### src/rtl/attribute_palette_decoder_if.sv
// Attribute stream, palette write port and colour outputs of the attribute palette decoder.
interface attribute_palette_decoder_if #(
  parameter int RGB_W = 12
) ();
  logic             en_i;
  logic [7:0]       attr_i;
  logic             frame_i;
  logic             blink_en_i;
  logic             pal_we_i;
  logic [3:0]       pal_addr_i;
  logic [RGB_W-1:0] pal_data_i;
  logic [RGB_W-1:0] fg_rgb_o;
  logic [RGB_W-1:0] bg_rgb_o;
  logic             valid_o;
  logic             blink_phase_o;

  modport master (
    output en_i, attr_i, frame_i, blink_en_i, pal_we_i, pal_addr_i, pal_data_i,
    input  fg_rgb_o, bg_rgb_o, valid_o, blink_phase_o
  );

  modport slave (
    input  en_i, attr_i, frame_i, blink_en_i, pal_we_i, pal_addr_i, pal_data_i,
    output fg_rgb_o, bg_rgb_o, valid_o, blink_phase_o
  );
endinterface

### src/rtl/attribute_palette_decoder.sv
// Text-mode attribute decoder: 8-bit attribute -> fg/bg colours from a 16-entry
// writable palette, two-stage pipeline, frame-counted blink.
module attribute_palette_decoder #(
  parameter int RGB_W        = 12,
  parameter int BLINK_FRAMES = 16
) (
  input  logic                      clk_i,
  input  logic                      rst_i,
  attribute_palette_decoder_if.slave bus
);
  localparam int C     = RGB_W / 3;
  localparam int CNT_W = (BLINK_FRAMES > 1) ? $clog2(BLINK_FRAMES) : 1;
  localparam logic [CNT_W-1:0] CNT_LAST = CNT_W'(BLINK_FRAMES - 1);

  typedef logic [RGB_W-1:0] rgb_t;

  // A 4-bit level becomes a C-bit channel: left-aligned, nibble repeated into low bits.
  function automatic logic [C-1:0] expand_level(input logic [3:0] lvl);
    logic [C-1:0] ch;
    ch = '0;
    for (int b = 0; b < C; b++) ch[C-1-b] = lvl[3 - (b % 4)];
    return ch;
  endfunction

  function automatic rgb_t cga_default(input logic [3:0] idx);
    logic [11:0] hex;
    hex = 12'h000;
    case (idx)
      4'h0: hex = 12'h000;  4'h1: hex = 12'h00A;  4'h2: hex = 12'h0A0;  4'h3: hex = 12'h0AA;
      4'h4: hex = 12'hA00;  4'h5: hex = 12'hA0A;  4'h6: hex = 12'hA50;  4'h7: hex = 12'hAAA;
      4'h8: hex = 12'h555;  4'h9: hex = 12'h55F;  4'hA: hex = 12'h5F5;  4'hB: hex = 12'h5FF;
      4'hC: hex = 12'hF55;  4'hD: hex = 12'hF5F;  4'hE: hex = 12'hFF5;  4'hF: hex = 12'hFFF;
      default: hex = 12'h000;
    endcase
    return {expand_level(hex[11:8]), expand_level(hex[7:4]), expand_level(hex[3:0])};
  endfunction

  rgb_t             pal_q [16];
  logic             vld_p1_q;
  logic [7:0]       attr_p1_q;
  logic             blink_en_p1_q;
  logic             vld_p2_q;
  rgb_t             fg_p2_q, fg_p2_d;
  rgb_t             bg_p2_q, bg_p2_d;
  logic [CNT_W-1:0] blink_cnt_q, blink_cnt_d;
  logic             phase_q, phase_d;
  logic [3:0]       fg_idx, bg_idx;
  rgb_t             fg_lookup, bg_lookup;

  always_comb begin
    fg_idx    = attr_p1_q[3:0];
    bg_idx    = blink_en_p1_q ? {1'b0, attr_p1_q[6:4]} : attr_p1_q[7:4];
    fg_lookup = pal_q[fg_idx];
    bg_lookup = pal_q[bg_idx];
    fg_p2_d   = fg_p2_q;
    bg_p2_d   = bg_p2_q;
    if (vld_p1_q) begin
      bg_p2_d = bg_lookup;
      fg_p2_d = (blink_en_p1_q && attr_p1_q[7] && phase_q) ? bg_lookup : fg_lookup;
    end

    blink_cnt_d = blink_cnt_q;
    phase_d     = phase_q;
    if (bus.frame_i) begin
      if (blink_cnt_q == CNT_LAST) begin
        blink_cnt_d = '0;
        phase_d     = ~phase_q;
      end else begin
        blink_cnt_d = blink_cnt_q + 1'b1;
      end
    end
  end

  // Stage 1: capture attribute; stage 2: registered lookup result.
  always_ff @(posedge clk_i or posedge rst_i) begin
    if (rst_i) begin
      vld_p1_q      <= 1'b0;
      attr_p1_q     <= '0;
      blink_en_p1_q <= 1'b0;
      vld_p2_q      <= 1'b0;
      fg_p2_q       <= '0;
      bg_p2_q       <= '0;
      blink_cnt_q   <= '0;
      phase_q       <= 1'b0;
    end else begin
      vld_p1_q      <= bus.en_i;
      attr_p1_q     <= bus.attr_i;
      blink_en_p1_q <= bus.blink_en_i;
      vld_p2_q      <= vld_p1_q;
      fg_p2_q       <= fg_p2_d;
      bg_p2_q       <= bg_p2_d;
      blink_cnt_q   <= blink_cnt_d;
      phase_q       <= phase_d;
    end
  end

  // Write lands at the edge; a lookup on that same edge still sees the old entry.
  always_ff @(posedge clk_i or posedge rst_i) begin
    if (rst_i) begin
      for (int i = 0; i < 16; i++) pal_q[i] <= cga_default(4'(i));
    end else if (bus.pal_we_i) begin
      pal_q[bus.pal_addr_i] <= bus.pal_data_i;
    end
  end

  assign bus.fg_rgb_o      = fg_p2_q;
  assign bus.bg_rgb_o      = bg_p2_q;
  assign bus.valid_o       = vld_p2_q;
  assign bus.blink_phase_o = phase_q;
endmodule
### src/flat_wrapper.sv
// flat-port wrapper written by rule: the top's interface ports become plain ports
module attribute_palette_decoder_flat 
#(
  parameter int RGB_W        = 12,
  parameter int BLINK_FRAMES = 16
)
  (clk_i, rst_i, bus_en_i, bus_attr_i, bus_frame_i, bus_blink_en_i, bus_pal_we_i, bus_pal_addr_i, bus_pal_data_i, bus_fg_rgb_o, bus_bg_rgb_o, bus_valid_o, bus_blink_phase_o);
  attribute_palette_decoder_if #(.RGB_W(RGB_W)) bus_i ();
  input  logic clk_i;
  input  logic rst_i;
  input wire logic [$bits(bus_i.en_i)-1:0] bus_en_i;
  input wire logic [$bits(bus_i.attr_i)-1:0] bus_attr_i;
  input wire logic [$bits(bus_i.frame_i)-1:0] bus_frame_i;
  input wire logic [$bits(bus_i.blink_en_i)-1:0] bus_blink_en_i;
  input wire logic [$bits(bus_i.pal_we_i)-1:0] bus_pal_we_i;
  input wire logic [$bits(bus_i.pal_addr_i)-1:0] bus_pal_addr_i;
  input wire logic [$bits(bus_i.pal_data_i)-1:0] bus_pal_data_i;
  output wire logic [$bits(bus_i.fg_rgb_o)-1:0] bus_fg_rgb_o;
  output wire logic [$bits(bus_i.bg_rgb_o)-1:0] bus_bg_rgb_o;
  output wire logic [$bits(bus_i.valid_o)-1:0] bus_valid_o;
  output wire logic [$bits(bus_i.blink_phase_o)-1:0] bus_blink_phase_o;
  assign bus_i.en_i = bus_en_i;
  assign bus_i.attr_i = bus_attr_i;
  assign bus_i.frame_i = bus_frame_i;
  assign bus_i.blink_en_i = bus_blink_en_i;
  assign bus_i.pal_we_i = bus_pal_we_i;
  assign bus_i.pal_addr_i = bus_pal_addr_i;
  assign bus_i.pal_data_i = bus_pal_data_i;
  assign bus_fg_rgb_o = bus_i.fg_rgb_o;
  assign bus_bg_rgb_o = bus_i.bg_rgb_o;
  assign bus_valid_o = bus_i.valid_o;
  assign bus_blink_phase_o = bus_i.blink_phase_o;
  attribute_palette_decoder #(.RGB_W(RGB_W), .BLINK_FRAMES(BLINK_FRAMES)) u_core (.clk_i(clk_i), .rst_i(rst_i), .bus(bus_i));
endmodule
### config.mk
export PLATFORM = sky130hd
export DESIGN_NAME = attribute_palette_decoder_flat
export DESIGN_NICKNAME = d
export VERILOG_FILES = /design/src/rtl/attribute_palette_decoder_if.sv /design/src/rtl/attribute_palette_decoder.sv /design/src/flat_wrapper.sv
export SDC_FILE = /design/constraint.sdc
export NUM_CORES = 1
export LEC_CHECK = 0
export BUFFER_PORTS_ARGS = -buffer_cell sky130_fd_sc_hd__buf_2
export CORE_UTILIZATION = 45
export DETAILED_ROUTE_END_ITERATION = 6
export SETUP_SLACK_MARGIN = 0.3
export SKIP_LAST_GASP = 1
export SYNTH_ARGS = -nofsm -noshare
export SYNTH_HDL_FRONTEND = slang
export SYNTH_SLANG_ARGS = --single-unit
### constraint.sdc
create_clock -name clk_i -period 7.5 [get_ports clk_i]
set_clock_uncertainty 0.05 [all_clocks]
set_input_delay 1.5 -clock clk_i [delete_from_list [all_inputs] [get_ports clk_i]]
set_output_delay 1.5 -clock clk_i [all_outputs]
set_load 0.005 [all_outputs]
==> impl_results.md <==
* Layout cells sized above 1 at 53.5%
* Pin count of the biggest net entering global routing at about 140
* Antenna viol nets, final at 0
* Final Max Slew Viols at 0
* TritonCTS clock tree: yes
* GRT Overall Usage at 23.6%
* DRC errors left at 0
* Layout Nets at 869
* Worst-path clk slew at 0.06 ns
* CTS root buf: clkbuf_16
* CP arrival at 3.58 ns
* Synth Area in Compound Gates at 5.91%
* Die H at between 150 and 200 um
* Post-synthesis mux area share at 37.7%
* Critical path buffers and inverters at 1
* Seq cells post-synth at 232
* Post-Route Utilization at 51.2%
* Layout area overhead at 11.7%
* RSZ-0062 raised after global routing: no
* Seq/Total Area, Yosys at around half
* XOR/XNOR share of the synthesized area at less than 1%
* Initial Util at 45.9%
* TritonCTS Buffers at 26
* Pleak at 5.56 nW
* Die W at 165 um
* Drt initial violations at between 600 and 700
* Worst Hold Class: register to register
* # rows at 59
* Crit path kind: register to register
* Cell taking the most area after synthesis: dfrtp_1
* Worst Path Required at between 7 and 8 ns
* Post-CTS setup buffers at 0
* Worst path max stage delay at about 0.78 ns
* Port Buffer Count at 55
* FILL cells at around 2100
* Total grt overflow at 0
* Largest family of logic cells by synthesized area: multiplexers
* Synth area leaders: dfrtp_1, dfstp_2, mux2_2
* DRT Wirelength at 30900 um
* Fin crit share at 43.7%
* Number of synthesis warnings at 0
* Crit path max fanout at 44
* Setup tns final at 0 ns
* FFs w/ async S/R, synth at 100%
* Synth Area in Adders at 0.105%
* Drt pass-1 iters at 5
* Pwr per Cell Area at 300 nW/um^2
* Worst skew pair latency at 0.53 ns
* RD Place Congestion at 0.809
* H-tree depth at 1
* Highest clock rate at slightly above 300 MHz
* Post-synth EDFFs at 0
* CP max-delay cell: dfrtp_4
* Rel. slew slack at 14.4%
* Clk sinks at 232
* Max_cap viols at 0
* Syn avg cell area at 14.9 um^2
* WL per Instance at 25.9 um
* Worst hold slack at 0.436 ns
* Post-Syn Instances at between 800 and 900
* Top cell type's share of synthesized area at 28.5%
* Post-synthesis cell area at about 12000 um^2
* Core Area at 26100 um^2
* Final setup fails at 0
* Final WS setup at between 4 and 5 ns
* Maximum root-to-sink buffer count at 3
* VDD IR max at approximately 0.20 mV
* Top delay family on crit path: flip-flops
* Ys flop type: dfrtp_1
* Crit end category: register
* Cell variety after synth at 38
* Dpl hpwl at 19200 um
* IO Pins at 56
* Crit start category: register
* Die area at 27200 um^2
* Cell Chain, Critical Path: buf_4 > mux4_2 > nor2b_1 > a211oi_1 > a2111oi_0
* First-pass GRT wire length at roughly 47000 um
* Syn Nets at roughly 830
* Final Hold Vio Count at 0
* Pre-CTS setup slack at 4.08 ns
* Status: completed
* Vias in the first global route at 7851
* Initial antenna violation count at 2
* Crit path time final at 3.28 ns
* Slew @ Worst Pin at 1.28 ns
* Post-CTS Hold Buffers at 0
* Vias at 7430
* DR vias/cell at 6.22
* Number of instances resized during post-cts repair at 0
* Post-Synth Simple-Gate Area at 3.43%
-- synth_stat cells (5+ instances only) --
master / count
dfstp_2: 96
inv_1: 7
buf_2: 7
o21ai_0: 15
buf_6: 8
a211oi_1: 12
mux2_2: 197
a22o_1: 12
nand2_1: 16
a21oi_1: 9
dfrtp_1: 136
a22oi_1: 20
nand3b_1: 9
a221oi_1: 8
nor2_1: 24
mux4_2: 39
a2111oi_0: 8
nand3_1: 5
mux4_1: 33
mux2i_1: 48
clkbuf_1: 40
nor2b_1: 12
-- per-stage QoR --
| stage | instance area, um^2 | power [mW] | instances |
|---|---|---|---|
| floorplan | 12000 | 2.42 | 803 |
| global placement | 12500 | 2.62 | 1145 |
| detailed placement | 12500 | 2.69 | 1145 |
| CTS | 13300 | 4.03 | 1193 |
| global route | 13300 | 4.19 | 1193 |
| finish | 13400 | 4.00 | 1194 |
-- logic make-up after synthesis --
logic type / count (synthesis)
flops: 232
buf+inv: 71
mux: 321
fa+ha+maj: 1
compound gates: 96
simple gates: 80
xor+xnor: 2
-- sequential cells by signal (all words and copies together) (netlist names) --
name	flops
u_core.blink_en_p1_q	1
u_core.pal_q	192
u_core.bus.blink_phase_o	1
u_core.blink_cnt_q	4
u_core.bus.bg_rgb_o	12
u_core.bus.valid_o	1
u_core.bus.fg_rgb_o	12
u_core.vld_p1_q	1
u_core.attr_p1_q	8
-- final timing paths --
path / from / to / slack (ns) / depth (start not counted)
min in group asynchronous: rst_i / u_core.attr_p1_q[4] / 1.03 / 2
min reg2reg: u_core.bus.bg_rgb_o[9] / u_core.bus.bg_rgb_o[9] / 0.44 / 2
max reg2reg: u_core.attr_p1_q[0] / u_core.bus.fg_rgb_o[6] / 4.22 / 5
min: u_core.bus.bg_rgb_o[9] / u_core.bus.bg_rgb_o[9] / 0.44 / 2
max in group asynchronous: rst_i / u_core.attr_p1_q[0] / 5.00 / 3
max: u_core.attr_p1_q[0] / u_core.bus.fg_rgb_o[6] / 4.22 / 5
-- final cells by class --
| cell class | instances | area [um^2] | share of cell area (%) |
|---|---|---|---|
| well taps | 335 | 419 | 3.14 |
| clock buffers | 35 | 726 | 5.44 |
| diodes | 1 | 2.50 | 0.0187 |
| multi-input cells | 500 | 5670 | 42.4 |
| repair buffers | 71 | 408 | 3.06 |
| inverters | 7 | 30.0 | 0.225 |
| clock inverters | 13 | 168 | 1.26 |
| flip-flops and latches | 232 | 5930 | 44.4 |
-- layout by cell type, fill, tap and decap left out, drive strengths merged, types with 9 or more instances in the layout --
cell type,instances
mux2,201
dfrtp,136
dfstp,96
mux4,72
buf,71
mux2i,48
clkbuf,35
nor2,24
a22oi,20
nand2,16
o21ai,15
nor2b,12
a22o,12
a211oi,12
nand3b,9
a21oi,9
-- where the power goes --
part           switching [mW]  leakage (nW)  internal, mW  total [mW]
Combinational           0.323          2.45         0.483       0.806
Sequential              0.228          2.66          1.64        1.86
Clock                   0.515         0.442         0.814        1.33
-- worst min-delay path, cell delays in order, from the launching register on --
cell	delay, ns
dfrtp_1	0.34
nand2_1	0.05
o21ai_0	0.06
-- layer usage --
layer	global-route usage (%)	part of all wire, %	vias up
met2	39.5	49	211
met3	3.77	4.8	61
met1	31.3	43	3957
met4	7.38	2.7	2
li1	-	-	3199
met5	0	0.039	-
Power figures use the tool's default switching activity.
